File: config.mk
export PLATFORM = sky130hd
export DESIGN_NAME = branch_predictor
export DESIGN_NICKNAME = d
export VERILOG_FILES = /design/src/rtl/branch_predictor.sv
export SDC_FILE = /design/constraint.sdc
export NUM_CORES = 1
export LEC_CHECK = 0
export ABC_AREA = 1
export ABC_CLOCK_PERIOD_IN_PS = 2000
export CELL_PAD_IN_SITES_DETAIL_PLACEMENT = 1
export CELL_PAD_IN_SITES_GLOBAL_PLACEMENT = 1
export CORE_UTILIZATION = 35
export CTS_CLUSTER_SIZE = 14
export DETAILED_ROUTE_END_ITERATION = 10
export PLACE_DENSITY = 0.89
export SLEW_MARGIN = 20
export SYNTH_ARGS = -nofsm -noshare
export SYNTH_HDL_FRONTEND = slang
export SYNTH_SLANG_ARGS = --single-unit
export TNS_END_PERCENT = 50
File: constraint.sdc
create_clock -name clk -period 2 [get_ports clk]
set_input_delay 0.6 -clock clk [delete_from_list [all_inputs] [get_ports clk]]
set_output_delay 0.6 -clock clk [all_outputs]
set_load 0.03 [all_outputs]
File: src/rtl/branch_predictor.sv
// Per-PC two-bit saturating-counter branch predictor with registered
// prediction, mispredict/redirect generation and saturating statistics.
module branch_predictor #(
   parameter int ENTRIES = 64
) (
   input  logic        clk,
   input  logic        rst_n,
   input  logic        pred_req,
   input  logic [31:0] pred_pc,
   output logic        pred_valid,
   output logic        pred_taken,
   input  logic        res_valid,
   input  logic [31:0] res_pc,
   input  logic        res_taken,
   input  logic        res_pred_taken,
   input  logic [31:0] res_target,
   output logic        mispredict,
   output logic [31:0] redirect_pc,
   input  logic        stat_clear,
   output logic [31:0] stat_branches,
   output logic [31:0] stat_mispredicts
);

   localparam int IDX = $clog2(ENTRIES);

   logic [1:0]     ctr_table [ENTRIES];
   logic [IDX-1:0] pred_idx;
   logic [IDX-1:0] res_idx;
   logic [1:0]     res_ctr;
   logic [1:0]     res_ctr_next;
   logic           res_mismatch;
   logic           unused_pc_bits;

   assign pred_idx     = pred_pc[IDX+1:2];
   assign res_idx      = res_pc[IDX+1:2];
   assign res_ctr      = ctr_table[res_idx];
   assign res_mismatch = res_valid && (res_taken != res_pred_taken);

   // Only the index bits of the fetch PC select a counter; there are no tags.
   assign unused_pc_bits = ^{pred_pc[31:IDX+2], pred_pc[1:0]};

   always_comb begin
      res_ctr_next = res_ctr;
      if (res_taken) begin
         if (res_ctr != 2'b11) res_ctr_next = res_ctr + 2'b01;
      end else begin
         if (res_ctr != 2'b00) res_ctr_next = res_ctr - 2'b01;
      end
   end

   always_ff @(posedge clk or negedge rst_n) begin
      if (!rst_n) begin
         for (int i = 0; i < ENTRIES; i++) ctr_table[i] <= 2'b01;
      end else if (res_valid) begin
         ctr_table[res_idx] <= res_ctr_next;
      end
   end

   // Reads the table before this edge's training write lands (read-before-write).
   always_ff @(posedge clk or negedge rst_n) begin
      if (!rst_n) begin
         pred_valid <= 1'b0;
         pred_taken <= 1'b0;
      end else begin
         pred_valid <= pred_req;
         if (pred_req) pred_taken <= ctr_table[pred_idx][1];
      end
   end

   always_ff @(posedge clk or negedge rst_n) begin
      if (!rst_n) begin
         mispredict  <= 1'b0;
         redirect_pc <= 32'd0;
      end else begin
         mispredict <= res_mismatch;
         if (res_mismatch) redirect_pc <= res_taken ? res_target : res_pc + 32'd4;
      end
   end

   always_ff @(posedge clk or negedge rst_n) begin
      if (!rst_n) begin
         stat_branches    <= 32'd0;
         stat_mispredicts <= 32'd0;
      end else if (stat_clear) begin
         stat_branches    <= 32'd0;
         stat_mispredicts <= 32'd0;
      end else if (res_valid) begin
         if (stat_branches != 32'hFFFF_FFFF) stat_branches <= stat_branches + 32'd1;
         if (res_mismatch && stat_mispredicts != 32'hFFFF_FFFF)
            stat_mispredicts <= stat_mispredicts + 32'd1;
      end
   end

endmodule

# Word-level counts from Yosys, hierarchy flattened
# Cells that the tools add are included.
# Widths: inputs -> output; s select.
# totals
regBits,227
in_bits,103
out_inout_bits,99
wordCells,112
# op_classes
n_addsub,5
n_lt_le_gt_ge,3
n_eq_ne,4
mux,19
n_bitwise,2
n_reduce_logical,9
# ops
op,n
$mux 32,7
$bwmux 128,1
$add 32x1->32 const B,2
$ne 32x32->1 const B,2
$add 32x3->32 const B,1
$bmux 2 s6,2
$mux 2,8
$ge 7x7->1 const B,2
$not 6->7,2
$demux 2 s6,1
$reduce_bool 2->1,4
$lt 7x1->1 const B,1
$reduce_and 2->1,2
$logic_and 1x1->1,3
$add 2x1->2 const B,1
$ne 2x2->1 const B,1
$sub 2x1->2 const B,1
$ne 1x1->1,1

# Longest topological paths before layout
# logic_depth
word_depth,8
mapped_depth,19
mapped_depth_nobuf,16

# Least setup slack after synthesis
# Ideal clock, no wire load.
# synth_path
kind,input -> register
start,input res_pc[2]
end,register ctr_table[105] in the netlist's numbering
setup_time_ns,0.117
arrival_time_ns,2.071
required_time_ns,1.883
setup_slack_ns,-0.188
stages,14
path_buffers,4
cell_sequence,buf_2 -> buf_4 -> buf_2 -> o211ai_1 -> nand2_1 -> o21ai_1 -> nand2_1 -> nor2_1 -> nand2_1 -> nand2_1 -> nand2_2 -> buf_2 -> nand3_1 -> nand2_1
# synth_between
elab_chain_len,8
word_cells_on_any_way,17
cone_classes,add/sub: 2; order compare: 2; eq/ne: 1; mux: 9; bitwise: 1; reduce/logical: 2
# synth_lines
item,line_no,text
from (decl),13,"input logic [31:0] res_pc,"
$not 6->7 (implied by the code) *,"36, 55",
$bmux 2 s6,36,assign res_ctr = ctr_table[res_idx];
$mux 2 (implied by the code) (2 in series),36,
$sub 2x1->2 (tied with other cells),47,if (res_ctr != 2'b00) res_ctr_next = res_ctr - 2'b01;
$mux 2 (on tied branches),"47, 45",
$mux 2,44,if (res_taken) begin
$bwmux 128 *,55,ctr_table[res_idx] <= res_ctr_next;
"to (signal, indexed assignment)",55,
to (decl),26,logic [1:0] ctr_table [ENTRIES];
# Mark *: on every way between the ends. The rest lies on a longest branch, timed or not. The select of a mux whose other input is x is not followed.
# A chain may end at the register's enable or synchronous reset.

# Final worst setup path
# layout_path
start,register ctr_table[45] in the netlist's numbering
end,register ctr_table[26] in the netlist's numbering
# layout_between
elab_chain_len,7
word_cells_on_any_way,9
cone_classes,eq/ne: 1; mux: 7; reduce/logical: 1
# layout_lines
item,line_no
$bmux 2 s6 *,36
$mux 2 (implied by the code) * (2 in series),36
$ne 2x2->1 / $reduce_bool 2->1 (equally long branches),"45, 47"
$mux 2 (on tied branches),"45, 47"
$mux 2 *,44
$bwmux 128 *,55
# Marked as above.

==> run summary <==
The final wirelength came out at 82000 um. The most frequent cell after synthesis is nand2_1. At the pin with the least slew margin, the transition time is roughly 0.8 ns. The routed metal-1 wire length came out at around 29000 um.

The power per unit of standard cell area is 741 nW/um^2. By area the synthesized netlist is led by dfrtp_1 30%, nand2_1 23%, dfstp_2 12%. The type of the most critical hold path is flop to flop. The peak clock frequency supported by timing is between 300 and 400 MHz. Setup repair after global routing could not meet its margin everywhere.

The shortest clock period the worst path allows after layout is 2.57 ns. The final reports fail on negative setup slack. The top-level I/O count is 202.

The worst setup path is launched from a flop. By count the netlist is led by 845 x nand2_1, 224 x nor2_1, 205 x inv_1, 163 x dfrtp_1, 153 x nand3_1. The post-layout net count came out at 2614. The via count of the first global-routing pass is 18700.

The highest metal layer carrying signal wires in the routed design is met4. The initial antenna violation count came to 2. The count of max-cap constraint violations came out at 0.

The quantity of I/O buffers inserted on ports is 175. The tree built by TritonCTS fans out to 227 sinks. The met3 wirelength from detailed routing is 8480 um. The area share of the leading cell type in the synthesized netlist is ~30%. The overall overflow remaining after global route is 0. Using the TritonRoute via totals, the vias-per-cell ratio works out to 6.07. The start point of the critical path is ctr_table[45]. The average size of a mapped cell is 6.59 um^2. The clock transition at the registers of the reported paths came out at approximately 0.060 ns. The critical-path maximum fanout is 8.

The start of the worst register-to-register path is ctr_table[45]. The global-route wire length before repair is 108000 um. STA puts the critical path data arrival time at 3.07 ns. TritonCTS built the clock tree. dfrtp_1 takes more of the synthesized area than any other cell. The final number of max-transition violations is 0.

The number of vias in the routed layout is roughly 19000. The setup skew after layout is 0.0299 ns. The number of routed nets with antenna violations came out at 0. The total of endpoints with negative setup slack in the final report is between 150 and 200. The pin count of the biggest net entering global routing is 54.

CTS placed an instance of clkbuf_16 at the clock tree root. The count of warnings emitted by yosys came out at 0. The remaining design rule violation count is 0. The worst setup path is captured at a flop.

Summing every instance area after synthesis gives 13800 um^2. The iteration count of the initial detailed-routing pass is 7. For this run, the leading register cell type out of synthesis is dfrtp_1.

Measured along the x axis, the die boundary spans 201 um. The fill cell instance count of the final layout is 4788. The category of the most critical setup path is flop to flop. The worst pin sits at a relative slew slack of 46.2%.

The floorplan row count is 72. The total of flip-flops plus latches after synthesis came out at 227. In the synthesized netlist the async set-or-reset flop fraction comes to 100%. The area added between synthesis and finish is 49.9%. The floorplan core area is 38700 um^2. The share of the clock period used by the worst path came out at 128%. The average detailed-routed wire length per instance came out at 26.9 um.

The required time reported for the critical path endpoint came out at 2.51 ns. The hold violation count in the final report came out at 0. The post-detailed-placement half-perimeter wirelength is approximately 44000 um. The synthesized instance count came out at 2094. The final standard cell utilization of the core is between 50 and 60%. The routed length on met2 is 37400 um. The H-tree depth reported by CTS is 1. The run finished, with violations left. The number of clock buffers inserted by TritonCTS came out at 28. The number of enable-type register cells in the synthesized netlist came out at 0.

The worst hold margin is around 0.47 ns. The detailed router finished its first iteration with 1825 violations. The floorplan step defined a die boundary enclosing ~40000 um^2.

Synthesis produced a netlist with a net count of 2200. The worst min-delay path startpoint is ctr_table[14]. In this run the vertical extent of the chip is about 200 um.

The peak ir drop on the vdd network is 0.662 mV. The synthesized netlist contains 35 unique library cells. The leakage power came out at 9.54 nW. The sequential area share after synthesis came out at 41.7%. The congestion estimate from routability-driven global placement came to 0.936.

The effective utilization at floorplan is 35.6%. Cells with a size suffix above 1 make up between 20 and 30% of the layout. The maximum buffer depth of the clock tree came out at 3.

The source-to-sink clock delay at the later pin of the worst-skew pair is 0.60 ns. The worst path setup slack after routing is -0.566 ns. For this run, the total global-route usage over all layers was measured as 34.1%.
## sequential cells by signal, indices dropped and copies added (netlist names)
signal	cells
ctr_table	128
mispredict	1
pred_taken	1
pred_valid	1
redirect_pc	32
stat_branches	32
stat_mispredicts	32
## routing by layer
| layer | GRT usage [%] | vias up |
|---|---|---|
| li1 | - | 7453 |
| met1 | 40.4 | 9034 |
| met2 | 57.2 | 1415 |
| met3 | 6.44 | 630 |
| met4 | 20.8 | 0 |
| met5 | 0 | - |
## final timing paths
| kind | to | slack (ns) | cells after the start |
|---|---|---|---|
| max in group asynchronous | ctr_table[14] | 0.76 | 3 |
| worst min-delay path | ctr_table[14] | 0.47 | 2 |
| worst max-delay path | ctr_table[26] | -0.57 | 14 |
| worst min register to register | ctr_table[14] | 0.47 | 2 |
| min in group asynchronous | ctr_table[109] | 0.58 | 2 |
| worst max register to register | ctr_table[26] | -0.57 | 14 |
## worst max-delay path: stages (launching register included)
cell       delay [ns]
dfrtp_1          0.41
inv_1            0.12
nand2_1          0.13
nand2_1          0.25
o21ai_1          0.10
o21ai_1          0.16
nand2_2          0.11
nor2_4           0.28
buf_6            0.16
nand3_4          0.14
nand2_8          0.16
nand2_8          0.12
clkbuf_16        0.20
nand2_1          0.07
nand2_1          0.05
## stage by stage
stage | TNS, ns | total power, mW | setup WS (ns) | area, um^2 | cells
finish | -68.47 | 15.3 | -0.566 | 20700 | 3051
global route | -80.79 | 15.6 | -0.647 | 20700 | 3049
CTS | -0.177 | 14.4 | -0.0885 | 19700 | 3035
detailed placement | -169.79 | 8.50 | -0.881 | 18200 | 2956
global placement | -154.01 | 8.35 | -0.785 | 18200 | 2956
floorplan | -10.76 | 7.03 | -0.0950 | 14000 | 2094
## cell families (layout without fill, tap and decap cells)
logic type | after synthesis | count (layout) | synth area share (%)
XOR/XNOR | 32 | 32 | 2.03
adder cells (fa/ha/maj) | 3 | 3 | 0.272
other | 0 | 3 | 0
flip-flops | 227 | 227 | 41.7
AND/OR/NAND/NOR | 1342 | 1343 | 39.7
AO/OA/AOI/OAI | 199 | 199 | 7.92
buffers and inverters | 291 | 726 | 8.41
## power by group
part / internal [mW] / switching (mW) / total [mW]
clock: 3.25 / 2.35 / 5.60
sequential: 5.20 / 0.373 / 5.57
combinational: 1.53 / 2.64 / 4.17
total: 9.99 / 5.36 / 15.3
## cell type report
type                    instances  area [um^2]  area share [%]
clock buffers                  36          771            3.72
multi-input cells            1577         7950            38.4
repair buffers                461         4530            21.9
well taps                     518          648            3.13
flip-flops and latches        227         5780            27.9
inverters                     213          815            3.93
diodes                          3         7.51          0.0363
clock inverters                16          206           0.997
## cell usage in the layout, fill, tap and decap left out, drive strengths merged, types with 6 or more instances in the layout
| cell | instances |
|---|---|
| a21oi | 56 |
| a31oi | 8 |
| and3 | 6 |
| buf | 304 |
| clkbuf | 49 |
| clkdlybuf4s15 | 45 |
| clkdlybuf4s50 | 66 |
| clkinv | 13 |
| dfrtp | 163 |
| dfstp | 64 |
| dlygate4sd2 | 28 |
| inv | 212 |
| nand2 | 848 |
| nand3 | 153 |
| nand4 | 30 |
| nor2 | 229 |
| nor3 | 56 |
| nor4 | 7 |
| o211ai | 12 |
| o21ai | 100 |
| o31ai | 17 |
| or2 | 9 |
| xnor2 | 14 |
| xor2 | 18 |
## repair_timing
item,in CTS,in global routing
gates resized for setup,354,270
pin swaps,20,53
gates cloned,10,7
hold buffers,1,0
setup buffers,17,10
hold endpoints to repair,20,0
endpoints found under the setup margin,296,221
Note: power is estimated with default switching activity, not from simulation.
